File: src/rtl/debug_cmd_ctrl_pkg.sv
// Shared constants, state encoding and opcode decode for the debug command front end.
// Build option: DBG_CMD_CHECKSUM_EN adds an XOR checksum byte to every command and response frame.
package debug_cmd_ctrl_pkg;

    localparam int DEBUG_WIDTH = 3;

    localparam logic [DEBUG_WIDTH-1:0] DEBUG_IDLE  = 3'd0;
    localparam logic [DEBUG_WIDTH-1:0] DEBUG_PCRD  = 3'd1;
    localparam logic [DEBUG_WIDTH-1:0] DEBUG_ICRD  = 3'd2;
    localparam logic [DEBUG_WIDTH-1:0] DEBUG_ICWR  = 3'd3;
    localparam logic [DEBUG_WIDTH-1:0] DEBUG_REGRD = 3'd4;
    localparam logic [DEBUG_WIDTH-1:0] DEBUG_DCRD  = 3'd5;

    localparam logic [7:0] DBG_OPC_PCRD  = 8'h01;
    localparam logic [7:0] DBG_OPC_ICRD  = 8'h02;
    localparam logic [7:0] DBG_OPC_ICWR  = 8'h03;
    localparam logic [7:0] DBG_OPC_REGRD = 8'h04;
    localparam logic [7:0] DBG_OPC_DCRD  = 8'h05;

    localparam logic [7:0] DBG_ACK = 8'hA5;
    localparam logic [7:0] DBG_ERR = 8'hEE;

`ifdef DBG_CMD_CHECKSUM_EN
    localparam bit CHK_EN = 1'b1;
`else
    localparam bit CHK_EN = 1'b0;
`endif

    typedef enum logic [2:0] {
        ST_IDLE,
        ST_HDR,
        ST_DATA,
        ST_CHK,
        ST_EXEC,
        ST_SETTLE,
        ST_RESP
    } state_t;

    function automatic logic [DEBUG_WIDTH-1:0] opc_to_code(input logic [7:0] opc);
        case (opc)
            DBG_OPC_PCRD:  return DEBUG_PCRD;
            DBG_OPC_ICRD:  return DEBUG_ICRD;
            DBG_OPC_ICWR:  return DEBUG_ICWR;
            DBG_OPC_REGRD: return DEBUG_REGRD;
            DBG_OPC_DCRD:  return DEBUG_DCRD;
            default:       return DEBUG_IDLE;
        endcase
    endfunction

    function automatic logic opc_known(input logic [7:0] opc);
        return opc_to_code(opc) != DEBUG_IDLE;
    endfunction

endpackage

File: src/rtl/debug_cmd_ctrl_rsp_ser.sv
// Byte serializer for responses: emits 1 or 4 little-endian bytes of a word over valid/ready,
// followed by an XOR byte when DBG_CMD_CHECKSUM_EN is defined.
module dbg_rsp_ser
    import debug_cmd_ctrl_pkg::*;
(
    input  logic        clk,
    input  logic        rst_n,
    input  logic        load,
    input  logic [31:0] word,
    input  logic        multi,
    input  logic        rsp_ready,
    output logic        rsp_valid,
    output logic [7:0]  rsp_data,
    output logic        done
);

    logic [23:0] word_reg;
    logic [2:0]  cnt_reg;
    logic [7:0]  chk_reg;
    logic [7:0]  data_reg;
    logic        valid_reg;
    logic        fire;

    assign fire      = valid_reg & rsp_ready;
    assign done      = fire && (cnt_reg == 3'd0);
    assign rsp_valid = valid_reg;
    assign rsp_data  = data_reg;

    // cnt_reg counts bytes still to follow the one currently presented.
    always_ff @(posedge clk or negedge rst_n) begin
        if (!rst_n) begin
            word_reg  <= '0;
            cnt_reg   <= '0;
            chk_reg   <= '0;
            data_reg  <= '0;
            valid_reg <= 1'b0;
        end else if (load) begin
            data_reg  <= word[7:0];
            word_reg  <= word[31:8];
            chk_reg   <= word[7:0];
            valid_reg <= 1'b1;
            cnt_reg   <= (multi ? 3'd3 : 3'd0) + (CHK_EN ? 3'd1 : 3'd0);
        end else if (fire) begin
            if (cnt_reg == 3'd0) begin
                valid_reg <= 1'b0;
            end else begin
                cnt_reg <= cnt_reg - 3'd1;
                if (CHK_EN && cnt_reg == 3'd1) begin
                    data_reg <= chk_reg;
                end else begin
                    data_reg <= word_reg[7:0];
                    word_reg <= {8'h00, word_reg[23:8]};
                    chk_reg  <= chk_reg ^ word_reg[7:0];
                end
            end
        end
    end

endmodule

File: src/rtl/debug_cmd_ctrl.sv
// Host-side debug command front end: assembles byte-serial commands, drives io_control for a
// fixed hold window and returns the result bytes. DBG_CMD_CHECKSUM_EN enables XOR-checked frames.
module debug_cmd_ctrl
    import debug_cmd_ctrl_pkg::*;
#(
    parameter int DATA_WIDTH  = 32,
    parameter int IADDR_WIDTH = 12,
    parameter int DADDR_WIDTH = 12,
    parameter int RADDR_WIDTH = 5,
    parameter int PC_WIDTH    = 12,
    parameter int HOLD_CYCLES = 3
) (
    input  logic                   clk,
    input  logic                   rst_n,
    input  logic                   host_valid_i,
    input  logic [7:0]             host_data_i,
    output logic                   host_ready_o,
    output logic                   rsp_valid_o,
    output logic [7:0]             rsp_data_o,
    input  logic                   rsp_ready_i,
    output logic [DEBUG_WIDTH-1:0] debug_o,
    output logic [IADDR_WIDTH-1:0] icache_addr_o,
    output logic [DATA_WIDTH-1:0]  icache_wdata_o,
    output logic [RADDR_WIDTH-1:0] reg_raddr_o,
    output logic [DADDR_WIDTH-1:0] dcache_raddr_o,
    input  logic [PC_WIDTH-1:0]    pc_i,
    input  logic [DATA_WIDTH-1:0]  icache_rdata_i,
    input  logic [DATA_WIDTH-1:0]  reg_rdata_i,
    input  logic [DATA_WIDTH-1:0]  dcache_rdata_i
);

    localparam int HOLD_W = $clog2(HOLD_CYCLES + 1);

    state_t                state_reg, state_next;
    logic [1:0]            byte_cnt_reg, byte_cnt_next;
    logic [7:0]            opc_reg, opc_next;
    logic [15:0]           addr_reg, addr_next;
    logic [DATA_WIDTH-1:0] wdata_reg, wdata_next;
    logic [7:0]            chk_reg, chk_next;
    logic [HOLD_W-1:0]     hold_reg, hold_next;
    logic                  ready_reg;
    logic                  accept;
    logic                  exec_enter;
    logic                  ser_load, ser_multi, ser_done;
    logic [31:0]           ser_word;

    assign accept       = host_valid_i & ready_reg;
    assign host_ready_o = ready_reg;
    assign debug_o      = (state_reg == ST_EXEC) ? opc_to_code(opc_reg) : DEBUG_IDLE;

    always_comb begin
        state_next    = state_reg;
        byte_cnt_next = byte_cnt_reg;
        opc_next      = opc_reg;
        addr_next     = addr_reg;
        wdata_next    = wdata_reg;
        chk_next      = chk_reg;
        hold_next     = hold_reg;
        exec_enter    = 1'b0;
        ser_load      = 1'b0;
        ser_multi     = 1'b0;
        ser_word      = {24'h0, DBG_ERR};
        case (state_reg)
            ST_IDLE: if (accept) begin
                opc_next      = host_data_i;
                chk_next      = host_data_i;
                byte_cnt_next = 2'd0;
                state_next    = ST_HDR;
            end
            ST_HDR: if (accept) begin
                chk_next = chk_reg ^ host_data_i;
                if (byte_cnt_reg == 2'd0) begin
                    addr_next[7:0] = host_data_i;
                    byte_cnt_next  = 2'd1;
                end else begin
                    addr_next[15:8] = host_data_i;
                    byte_cnt_next   = 2'd0;
                    if (opc_reg == DBG_OPC_ICWR) begin
                        state_next = ST_DATA;
                    end else if (CHK_EN) begin
                        state_next = ST_CHK;
                    end else if (opc_known(opc_reg)) begin
                        state_next = ST_EXEC;
                        exec_enter = 1'b1;
                    end else begin
                        state_next = ST_RESP;
                        ser_load   = 1'b1;
                    end
                end
            end
            ST_DATA: if (accept) begin
                chk_next = chk_reg ^ host_data_i;
                wdata_next[{byte_cnt_reg, 3'b000} +: 8] = host_data_i;
                byte_cnt_next = byte_cnt_reg + 2'd1;
                if (byte_cnt_reg == 2'd3) begin
                    if (CHK_EN) begin
                        state_next = ST_CHK;
                    end else begin
                        state_next = ST_EXEC;
                        exec_enter = 1'b1;
                    end
                end
            end
            ST_CHK: if (accept) begin
                if (host_data_i == chk_reg && opc_known(opc_reg)) begin
                    state_next = ST_EXEC;
                    exec_enter = 1'b1;
                end else begin
                    state_next = ST_RESP;
                    ser_load   = 1'b1;
                end
            end
            ST_EXEC: begin
                if (hold_reg == '0) state_next = ST_SETTLE;
                else                hold_next  = hold_reg - 1'b1;
            end
            ST_SETTLE: begin
                // io_control result registers are settled by now; capture straight into the serializer.
                ser_load   = 1'b1;
                ser_multi  = 1'b1;
                state_next = ST_RESP;
                case (opc_reg)
                    DBG_OPC_PCRD:  ser_word = 32'(pc_i);
                    DBG_OPC_ICRD:  ser_word = icache_rdata_i;
                    DBG_OPC_REGRD: ser_word = reg_rdata_i;
                    DBG_OPC_DCRD:  ser_word = dcache_rdata_i;
                    default: begin
                        ser_word  = {24'h0, DBG_ACK};
                        ser_multi = 1'b0;
                    end
                endcase
            end
            ST_RESP: if (ser_done) state_next = ST_IDLE;
            default: state_next = ST_IDLE;
        endcase
        if (exec_enter) hold_next = HOLD_W'(HOLD_CYCLES - 1);
    end

    always_ff @(posedge clk or negedge rst_n) begin
        if (!rst_n) begin
            state_reg      <= ST_IDLE;
            byte_cnt_reg   <= '0;
            opc_reg        <= '0;
            addr_reg       <= '0;
            wdata_reg      <= '0;
            chk_reg        <= '0;
            hold_reg       <= '0;
            ready_reg      <= 1'b0;
            icache_addr_o  <= '0;
            icache_wdata_o <= '0;
            reg_raddr_o    <= '0;
            dcache_raddr_o <= '0;
        end else begin
            state_reg    <= state_next;
            byte_cnt_reg <= byte_cnt_next;
            opc_reg      <= opc_next;
            addr_reg     <= addr_next;
            wdata_reg    <= wdata_next;
            chk_reg      <= chk_next;
            hold_reg     <= hold_next;
            ready_reg    <= (state_next inside {ST_IDLE, ST_HDR, ST_DATA, ST_CHK});
            // Target-facing outputs change only at EXEC entry so they are stable for the whole window.
            if (exec_enter) begin
                icache_addr_o  <= addr_next[IADDR_WIDTH-1:0];
                icache_wdata_o <= wdata_next;
                reg_raddr_o    <= addr_next[RADDR_WIDTH-1:0];
                dcache_raddr_o <= addr_next[DADDR_WIDTH-1:0];
            end
        end
    end

    dbg_rsp_ser u_rsp_ser (
        .clk       (clk),
        .rst_n     (rst_n),
        .load      (ser_load),
        .word      (ser_word),
        .multi     (ser_multi),
        .rsp_ready (rsp_ready_i),
        .rsp_valid (rsp_valid_o),
        .rsp_data  (rsp_data_o),
        .done      (ser_done)
    );

endmodule

File: config.mk
export PLATFORM = sky130hd
export DESIGN_NAME = debug_cmd_ctrl
export DESIGN_NICKNAME = d
export VERILOG_FILES = /design/src/rtl/debug_cmd_ctrl_pkg.sv /design/src/rtl/debug_cmd_ctrl_rsp_ser.sv /design/src/rtl/debug_cmd_ctrl.sv
export SDC_FILE = /design/constraint.sdc
export NUM_CORES = 1
export LEC_CHECK = 0
export BUFFER_PORTS_ARGS = -buffer_cell sky130_fd_sc_hd__buf_4
export CAP_MARGIN = 20
export CORE_ASPECT_RATIO = 1.25
export CORE_MARGIN = 4
export CORE_UTILIZATION = 49
export DETAILED_ROUTE_END_ITERATION = 6
export GPL_TIMING_DRIVEN = 0
export HOLD_SLACK_MARGIN = 0.03
export MAX_ROUTING_LAYER = met4
export PLACE_DENSITY_LB_ADDON = 0.25
export SLEW_MARGIN = 20
export SYNTH_ARGS = -nofsm -noshare
export SYNTH_HDL_FRONTEND = slang
export SYNTH_HIERARCHICAL = 1
export SYNTH_SLANG_ARGS = --single-unit
export TNS_END_PERCENT = 100
File: constraint.sdc
create_clock -name clk -period 2.7 [get_ports clk]
set_clock_uncertainty 0.15 [all_clocks]
set_input_delay 0.135 -clock clk [delete_from_list [all_inputs] [get_ports clk]]
set_output_delay 0.135 -clock clk [all_outputs]
set_load 0.03 [all_outputs]
# After elaboration in Yosys (flattened, before gate mapping)
# Cells that the tools add are included.
[classes] n_addsub=4 multipliers=0 div=0 n_lt_le_gt_ge=0 n_eq_ne=22 shift=2 muxes=72 bitwise=3 n_reduce_logical=23
[op_table] op="$pmux W32 S4" n=1
[op_table] op="$mux W32" n=3
[op_table] op="$mux W24" n=3
[op_table] op="$mux W3" n=19
[op_table] op="$mux W8" n=6
[op_table] op="$bwmux W32" n=1
[op_table] op="$shift A8 B7 Y32 const A" n=1
[op_table] op="$shiftx A8 B7 Y32" n=1
[op_table] op="$mux W12" n=2
[op_table] op="$pmux W3 S7" n=1
[op_table] op="$mux W1" n=20
[op_table] op="$mux W2" n=9
[op_table] op="$eq A8 B2 Y1 const B" n=2
[op_table] op="$eq A8 B3 Y1 const B" n=2
[op_table] op="$pmux W8 S2" n=1
[op_table] op="$pmux W3 S5" n=1
[op_table] op="$eq A3 B2 Y1 const B" n=4
[op_table] op="$pmux W3 S4" n=1
[op_table] op="$ne A2 B2 Y1 const B" n=5
[op_table] op="$eq A3 B3 Y1 const B" n=3
[op_table] op="$logic_not A3 Y1" n=3
[op_table] op="$reduce_bool A3 Y1" n=3
[op_table] op="$eq A8 B1 Y1 const B" n=1
[op_table] op="$eq A8 B8 Y1" n=1
[op_table] op="21 further kinds" n=32
[word_totals] reg_bits=153 latchBits=0 mem_bits_rw=0 romBits=0 in_bits=120 output_inout_bits=74 elab_cells=141 memories=0

# Longest topological paths before layout
# Gate-level depths: netlist of the first run.
[logic_depth] word_depth=14 mapped_depth=10

# Hierarchy
# The synthesis of the first run kept the hierarchy.
[by_module_without_submodules] mod="debug_cmd_ctrl" n_inst=1 cells_each=578 area_each_um2=5973.2 seq_area_each_um2=2802.7
[by_module_without_submodules] mod="dbg_rsp_ser" n_inst=1 cells_each=163 area_each_um2=1731.7 seq_area_each_um2=900.9

# Worst setup path after synthesis of the first run
# OpenSTA, ideal clock, no wires.
[synth_timing] path_kind="reg-to-reg" startpoint="reg opc_reg[5]" endpoint="reg dcache_raddr_o[10]" t_arrival_ns=2.459 required_time_ns=2.425 slack_ns=-0.034 path_stages_with_launch=7 n_path_buf=1 synth_period_minus_slack_ns=2.734 path_cell_list="dfrtp_1 -> or4_4 -> a2111oi_4 -> nand4_1 -> a211oi_4 -> buf_6 -> mux2_4"
[synth_via] elab_chain_len=12 elab_cells_between_ends=23 cone_classes="eq/ne (5); mux (15); reduce/logical (3)"
[synth_lines] item="start: declaration" line_no="debug_cmd_ctrl.sv:36" rtl="logic [7:0] opc_reg, opc_next;"
[synth_lines] item="start signal: assignment" line_no="debug_cmd_ctrl.sv:156" rtl="opc_reg <= opc_next;"
[synth_lines] item="$eq A8 B3 Y1 (tied with other cells)" line_no="debug_cmd_ctrl_pkg.sv:40" rtl="case (opc)"
[synth_lines] item="$pmux W3 S4" line_no="debug_cmd_ctrl_pkg.sv:40"
[synth_lines] item="$mux W3" line_no="debug_cmd_ctrl.sv:78" rtl="if (opc_reg == DBG_OPC_ICWR) begin"
[synth_lines] item="$mux W3" line_no="debug_cmd_ctrl.sv:72" rtl="if (byte_cnt_reg == 2'd0) begin"
[synth_lines] item="$mux W3" line_no="debug_cmd_ctrl.sv:70" rtl="ST_HDR: if (accept) begin"
[synth_lines] item="$mux W3" line_no="debug_cmd_ctrl.sv:63" rtl="case (state_reg)"
[synth_lines] item="$reduce_bool A3 Y1" line_no="debug_cmd_ctrl_pkg.sv:51" rtl="return opc_to_code(opc) != DEBUG_IDLE;"
[synth_lines] item="$mux W1" line_no="debug_cmd_ctrl.sv:82" rtl="end else if (opc_known(opc_reg)) begin"
[synth_lines] item="$mux W1" line_no="debug_cmd_ctrl.sv:78"
[synth_lines] item="$mux W1" line_no="debug_cmd_ctrl.sv:72"
[synth_lines] item="$mux W1" line_no="debug_cmd_ctrl.sv:70"
[synth_lines] item="$pmux W1 S3 *" line_no="debug_cmd_ctrl.sv:63"
[synth_lines] item="end signal: assignment" line_no="debug_cmd_ctrl.sv:167" rtl="dcache_raddr_o <= addr_next[DADDR_WIDTH-1:0];"
[synth_lines] item="end: declaration" line_no="debug_cmd_ctrl.sv:25" rtl="output logic [DADDR_WIDTH-1:0] dcache_raddr_o,"
# Mark *: on every way between the ends. The rest lies on a longest branch, timed or not. The select of a mux whose other input is x is not followed.
# A chain may end at the register's enable or synchronous reset.

# Worst setup path after layout of the first run
[layout_timing] startpoint="reg opc_reg[7]" endpoint="reg icache_wdata_o[1]"
[layout_via] elab_chain_len=12 elab_cells_between_ends=23 cone_classes="eq/ne (5); mux (15); reduce/logical (3)"
[layout_lines] item="$eq A8 B3 Y1 (tied with other cells)" line_no="debug_cmd_ctrl_pkg.sv:40"
[layout_lines] item="$pmux W3 S4" line_no="debug_cmd_ctrl_pkg.sv:40"
[layout_lines] item="$mux W3" line_no="debug_cmd_ctrl.sv:78"
[layout_lines] item="$mux W3" line_no="debug_cmd_ctrl.sv:72"
[layout_lines] item="$mux W3" line_no="debug_cmd_ctrl.sv:70"
[layout_lines] item="$mux W3" line_no="debug_cmd_ctrl.sv:63"
[layout_lines] item="$reduce_bool A3 Y1" line_no="debug_cmd_ctrl_pkg.sv:51"
[layout_lines] item="$mux W1" line_no="debug_cmd_ctrl.sv:82"
[layout_lines] item="$mux W1" line_no="debug_cmd_ctrl.sv:78"
[layout_lines] item="$mux W1" line_no="debug_cmd_ctrl.sv:72"
[layout_lines] item="$mux W1" line_no="debug_cmd_ctrl.sv:70"
[layout_lines] item="$pmux W1 S3 *" line_no="debug_cmd_ctrl.sv:63"
[layout_lines] item="end signal: assignment" line_no="debug_cmd_ctrl.sv:165" rtl="icache_wdata_o <= wdata_next;"
[layout_lines] item="end: declaration" line_no="debug_cmd_ctrl.sv:23" rtl="output logic [DATA_WIDTH-1:0] icache_wdata_o,"
# Marks and branches as above.

==> results of run 1 <==
==> cell usage after synthesis, drive strengths merged, types with 3 or more instances <==
cell and number:
a222oi 3, a31oi 3, a22oi 28, nand2 78, mux2i 5, nor3 11
a21oi 28, xor2 16, dfrtp 148, and3 4, a311oi 4, clkbuf 41
and4 4, a2bb2oi 24, nor2b 5, nand3 37, ha 9, o21ai 56
nor3b 3, buf 35, nand2b 3, nand3b 3, nor2 35, inv 45
mux2 86
==> worst min-delay path, stage by stage <==
cell,delay (ps)
buf_4,80
a22oi_1,50
nor2_1,110
a2bb2oi_1,170
==> routing by layer <==
metal | vias to the layer above | track usage, % | wire length (um)
met5 | - | - | 0
met4 | 0 | 8.367 | 448
met3 | 35 | 4.374 | 1281
met2 | 232 | 44.73 | 11620
met1 | 3079 | 28.24 | 8439
li1 | 3053 | - | -
==> power groups by stage <==
| stage | Sequential, mW | Clock (mW) | Combinational, mW |
|---|---|---|---|
| after global routing | 3.94 | 2.41 | 6.47 |
| after detailed placement | 3.82 | 0 | 5.83 |
| after floorplan | 4.45 | 0 | 3.32 |
| after CTS | 3.83 | 2.30 | 5.95 |
| final | 3.83 | 2.27 | 6.03 |
| after global placement | 3.78 | 0 | 5.70 |
==> layout make-up <==
cell class	instances	area (um^2)
tap	212	265.3
clock inverter	12	118.9
clock buffer	20	456.7
multi-input combinational	472	3488
buffer	74	464.2
fill	1219	5065
inverter	45	173.9
sequential	148	3704
timing repair buffer	222	1770
==> worst paths after layout <==
| kind | slack, ps | endpoint |
|---|---|---|
| worst max-delay path | -30 | icache_wdata_o[1] |
| worst min-delay path | 30 | u_rsp_ser/word_reg[3] |
| worst max register to register | -30 | icache_wdata_o[1] |
| worst min register to register | 340 | addr_reg[11] |
| max in group asynchronous | 1520 | chk_reg[1] |
| min in group asynchronous | 100 | u_rsp_ser/rsp_data[6] |
==> through the flow <==
step                hold WS [ps]  TNS (ps)  std cells  power, mW  setup slack (ps)
floorplan                 -310.6         0        741      7.766             58.49
finish                     29.33    -647.7       1205      12.13            -30.95
CTS                        30.16    -1.250       1203      12.07            -1.250
detailed placement        -33.59    -24240       1139      9.647            -522.1
global placement           326.2    -22870       1138      9.484            -484.3
global route               46.27     -4833       1205      12.82            -122.3
==> what timing repair did <==
item                                   4_1_cts  5_1_grt
resized for setup                           17       35
hold buffers                                29        0
endpoints found under the hold margin      169        0
setup endpoints to repair                   83       80
pin swaps                                    3        5
buffers inserted                             5        2
==> cells by family after synthesis <==
| group | Yosys count | share of synthesized area, % |
|---|---|---|
| AOI/OAI and AO/OA | 158 | 15.02 |
| xor gates and xnor gates | 18 | 2.046 |
| adders and majority gates | 9 | 1.462 |
| buffers and inverters | 121 | 7.713 |
| DFF | 148 | 48.07 |
| muxes | 91 | 13.71 |
| and+or+nand+nor | 196 | 11.98 |
==> cells in the final DEF, fill, tap and decap left out, drive strengths merged, types with 3 or more instances in the layout <==
| cell | n |
|---|---|
| dlygate4sd3 | 29 |
| nand2b | 3 |
| nor3 | 11 |
| a2bb2oi | 24 |
| mux2 | 86 |
| clkbuf | 58 |
| buf | 229 |
| a31oi | 3 |
| a222oi | 3 |
| nor2b | 5 |
| a22oi | 28 |
| clkinv | 4 |
| a311oi | 4 |
| xor2 | 16 |
| ha | 9 |
| clkinvlp | 3 |
| nand3b | 3 |
| mux2i | 5 |
| and4 | 4 |
| dfrtp | 148 |
| nand3 | 37 |
| inv | 49 |
| nor2 | 35 |
| a21oi | 28 |
| and3 | 4 |
| nand2 | 78 |
| o21ai | 56 |
| nor3b | 3 |
==> impl_results.md, run 1 <==
* Share of flip-flops with an asynchronous set or reset after synthesis at 100.0%
* Most area-consuming cells after synthesis: dfrtp_1 48%, mux2_2 11%, nand2_1 3.8%
* Synth top area share at 48.07%
* Violated checks: setup timing
* Avg Inst Size Synth at 10.40 um^2
* Post-synthesis cell area at 7705 um^2
* Skew-Pair Late Insertion Delay at between 400 and 500 ps
* Total via count in the routed design at between 6000 and 7000
* Maximum fanout count along the critical path at 10
* Detailed placement HPWL at 15.42 mm
* Die area at 17810 um^2
* Startpoint kind of the worst setup timing path: flop
* Worst Min Path Start: pc_i[11]
* CP Data Arrival Time at around 2900 ps
* Inserted Diodes at 0
* Number of max-cap violations at 0
* Max-slew headroom at 40.39%
* Max-slew violation count at 0
* Standard-cell row count at between 50 and 60
* Fmax achieved at 366.2 MHz
* Clock network fraction of total power at 18.7%
* Initial Util at 49.69%
* Mapped Nets at 870
* Final hold viol count at 0
* Delay contributed by the slowest stage of the critical path at 590 ps
* Global-route wire length before repair at ~34 mm
* NumNets Final at about 1100
* Overall track demand over capacity in global routing at around 25%
* Fraction of the cycle the final worst path needs at 101.1%
* Cell internal pwr at a little over 7 mW
* Sequential share of the synthesized area at 48.07%
* Dominant synthesized flop cell: dfrtp_1
* Switching fraction of total power at 40.60%
* Ordered cell list for the critical path: or4_4 -> a2111oi_4 -> nand4_1 -> a211oi_4 -> buf_6 -> buf_8 -> mux2_4
* Post-layout worst setup margin at -30.95 ps
* Slew of the pin with the lowest slew margin at just under 900 ps
* Buf/Inv on CP at 2
* Number of H-tree branching levels at 4
* PortBufs at 185
* Leak Pwr at 4.690 nW
* Maximum root-to-sink buffer count at 2
* Number of nets still failing antenna checks after routing at 0
* Iteration-0 DRC Markers at 352
* CP Depth at 7
* Slowest CP cell: or4_4
* Clock-pin slew on the worst setup and hold paths at 60 ps
* Crit path max-delay family: simple AND/OR/NAND/NOR gates
* Layout-stage area growth over the synthesis result at 35.52%
* Largest area contributor in the synthesized netlist: dfrtp_1
* Final critical path time including I/O delays and setup at 2731 ps
* Number of cells on the worst hold path at 4
* Global placer's final weighted congestion at 0.8785
* Largest net degree at the start of global routing at 84
* Outcome: finished, violations left
* Setup violators final at 38
* Critical setup path kind: flop to flop
* Share of total power in sequential cells at between 30% and 40%
* Number of clock sinks seen by CTS at 148
* Unrepaired setup endpoints after global routing: yes
* Number of synthesized flops with an enable pin at 0
* Fraction of layout cells with a size suffix above 1 at roughly two fifths
* Initial antenna violation count at 0
* Final core area utilization at 67.34%
* Chip height at 148.2 um
* Clock buffer count from CTS at 17
* Final global-route overflow total at 0
* Fraction of power consumed by combinational cells at between 40% and 50%
* Post-Synthesis Cells at 741
* Cell count of the worst reg-to-reg path at 7
* Post-route cell area at 10440 um^2
* DRC errors left at 0
* Required time of the worst setup path at between 2000 and 3000 ps
* Drt via density at approximately 5.3
* Yosys reg bits at 148
* Power per cell area at 1161 nW/um^2
* Routed wire length at 21.79 mm
* Crit end category: flop
* Number of global-route vias before repair at ~6700
* Path type of the worst min-delay path: input port to flop
* WL per Instance at approximately 18 um
* First drt pass iteration count at 5
* Clock tree from TritonCTS: built
* Launch point of the worst reg-to-reg path: opc_reg[7]
* Die X at about 120 um
* Worst supply voltage drop on vdd at 0.6986 mV
* Clock Tree Root: clkbuf_16
* Yosys cell types at between 50 and 60
* Instance area after placement at around 9400 um^2
* Synth warnings at 6
* I/O Pins at a little under 200
* Core Footprint at 15510 um^2
* Switching component of the power at 4.923 mW
* Source of the critical timing path: opc_reg[7]
No activity file was read; power rests on OpenSTA's default activity.
==> run 2, diff against run 1 <==
--- a/config.mk
+++ b/config.mk
@@ -9,7 +9,7 @@
 export CAP_MARGIN = 20
 export CORE_ASPECT_RATIO = 1.25
 export CORE_MARGIN = 4
-export CORE_UTILIZATION = 49
+export CORE_UTILIZATION = 30
 export DETAILED_ROUTE_END_ITERATION = 6
 export GPL_TIMING_DRIVEN = 0
 export HOLD_SLACK_MARGIN = 0.03
==> run 2 against run 1 <==
The run now ends clean. Worst hold slack improved by 10 ps. Register-to-register slack improved by 60 ps. Maximum frequency is 2.3% higher. Final cell count is 11% higher. Sequential power is essentially flat. Largest power group unchanged.
==> impl_results.md, run 2 (same netlist as run 1, synthesis figures left out) <==
* CP Depth at 7 (unchanged)
* Crit path max-delay family: simple AND/OR/NAND/NOR gates
* Number of nets still failing antenna checks after routing at 0 (unchanged)
* Post-layout worst setup margin at 30.74 ps (+61.69 ps)
* Slowest CP cell: or4_4
* Routed wire length at 23.07 mm (+5.9%)
* PortBufs at 185 (unchanged)
* Crit end category: flop
* Instance area after placement at 9554 um^2 (+1.6%)
* Clock-pin slew on the worst setup and hold paths at 70 ps (about the same)
* I/O Pins at 194 (unchanged)
* Power per cell area at 1160 nW/um^2 (-0.12%)
* Most common cell on crit path: buf_12
* Die X at 151.3 um (+26%)
* Final core area utilization at 42.77% (-25 points)
* Final critical path time including I/O delays and setup at 2669 ps (-61.69 ps)
* Number of max-cap violations at 0 (unchanged)
* Clock tree from TritonCTS: built
* Initial Util at 30.46% (-19 points)
* Path type of the worst min-delay path: input port to flop
* Maximum fanout count along the critical path at 10 (unchanged)
* Layout-stage area growth over the synthesis result at 40.39%
* Standard-cell row count at 65 (+27%)
* Critical setup path kind: flop to flop
* Buf/Inv on CP at 2 (unchanged)
* Chip height at 187.2 um (+26%)
* DRC errors left at 0 (unchanged)
* Number of H-tree branching levels at 4 (unchanged)
* Iteration-0 DRC Markers at 287 (-18%)
* Fraction of layout cells with a size suffix above 1 at 39.80% (-0.18 points)
* Fill cells at 2488 (+100%)
* Number of global-route vias before repair at 6788 (+1.1%)
* Largest net degree at the start of global routing at 93 (+11%)
* Final hold viol count at 0 (unchanged)
* Core Footprint at 25290 um^2 (+63%)
* Sequential cell area at 3704 um^2 (unchanged)
* Initial antenna violation count at 0 (unchanged)
* Maximum root-to-sink buffer count at 2 (unchanged)
* Startpoint kind of the worst setup timing path: flop
* Worst supply voltage drop on vdd at 0.5488 mV (-21%)
* Setup violators final at 0 (-100%)
* Cell count of the worst reg-to-reg path at 7 (unchanged)
* Placed Instances at 1262 (+11%)
* Max-slew headroom at 46.32% (+5.9 points)
* Outcome: complete, no violations
* Ordered cell list for the critical path: or4_4 -> a2111oi_4 -> nand4_1 -> a211oi_4 -> buf_12 -> buf_12 -> mux2_1
* Fmax achieved at 374.6 MHz (+2.3%)
* Global placer's final weighted congestion at 0.8152 (-7.2%)
* Global-route wire length before repair at 35.93 mm (+5.0%)
* Total via count in the routed design at 6342 (-0.89%)
* Drt via density at 4.751 (-11%)
* Hold slack final at 39.45 ps (+10.12 ps)
* Number of cells on the worst hold path at 4 (unchanged)
* WL per Instance at 17.28 um (-4.4%)
* Delay contributed by the slowest stage of the critical path at 590 ps (about the same)
* Inserted Diodes at 0 (unchanged)
* Unrepaired setup endpoints after global routing: yes
* Clock buffer count from CTS at 17 (unchanged)
* Required time of the worst setup path at 2850 ps (about the same)
* Most used cells in the layout excluding fill and tap cells: 210 x buf_4, 148 x dfrtp_1, 78 x nand2_1, 62 x mux2_2, 56 x o21ai_0
* Most common library cell in the layout ignoring fill and taps: buf_4
* Number of clock sinks seen by CTS at 148 (unchanged)
* Detailed placement HPWL at 16.45 mm (+6.7%)
* Final global-route overflow total at 0 (unchanged)
* CP Data Arrival Time at 2820 ps (-60 ps)
* Slew of the pin with the lowest slew margin at 805.2 ps (-82.14 ps)
* Die area at 28330 um^2 (+59%)
* Clock Tree Root: clkbuf_16
* Post-route cell area at 10820 um^2 (+3.6%)
* First drt pass iteration count at 4 (-1)
* Worst setup slack before clock tree synthesis at -617.2 ps (-95.15 ps)
* Final non-filler cell total at 1335 (+11%)
* Leak Pwr at 4.826 nW (+2.9%)
* Skew-Pair Late Insertion Delay at 430 ps (about the same)
* Overall track demand over capacity in global routing at 16.60% (-8.4 points)
* Fraction of the cycle the final worst path needs at 98.86% (-2.3 points)
* Area taken by multi-input logic gates at 3543 um^2 (+1.6%)
* Max-slew violation count at 0 (unchanged)
* NumNets Final at 1116 (+0.63%)
-- run 2: area by class of cell --
class	count	share of cell area [%]
Buffer	73	4.326
Tap cell	335	3.875
Sequential cell	148	34.24
Multi-Input combinational cell	472	32.76
Inverter	45	1.585
Timing Repair Buffer	230	17.35
Clock inverter	15	1.932
Clock buffer	17	3.933
-- run 2: stage by stage --
stage,TNS [ps],power [mW]
3_5_place_dp,-34990,9.711
6_report,0,12.55
4_1_cts,0,12.45
3_3_place_gp,-33480,9.616
2_1_floorplan,0,7.766
5_1_grt,-1739,13.34
-- run 2: layer usage --
metal / wire length [um] / up-vias / part of all wire [%] / GRT usage [%]
met4: 415 / 0 / 1.8 / 5.513
met5: 0 / - / 0 / -
met2: 11930 / 180 / 52 / 28.29
met3: 1073 / 24 / 4.7 / 2.375
met1: 9645 / 3070 / 42 / 20.00
li1: - / 3068 / - / -
-- run 2: what timing repair did --
item                                    4_1_cts  5_1_grt
buffers inserted                              3        3
pin swaps                                     1        1
hold buffers                                 37        0
gates resized for setup                      22       35
cloned                                        0        1
endpoints found under the setup margin       87       87
hold endpoints to repair                    178        0
-- run 2: path summary, 6_finish.rpt --
kind,from,end,slack (ps)
min in group asynchronous,rst_n,icache_wdata_o[4],80
min,icache_rdata_i[12],u_rsp_ser/word_reg[4],40
max in group asynchronous,rst_n,u_rsp_ser/word_reg[5],1500
max,opc_reg[5],dcache_raddr_o[11],30
max reg2reg,opc_reg[5],dcache_raddr_o[11],30
min reg2reg,addr_reg[6],addr_reg[6],350
-- run 2: worst reg2reg max path, stage by stage, from the launching register on --
cell and delay (ps):
dfrtp_1 380, or4_4 590, a2111oi_4 260, nand4_1 210
a211oi_4 290, buf_12 190, buf_12 150, mux2_1 330
-- run 2: where the power goes --
part / switching (mW) / internal, mW
combinational: 3.42 / 2.77
sequential: 0.602 / 3.22
clock: 1.11 / 1.43
total: 5.13 / 7.41
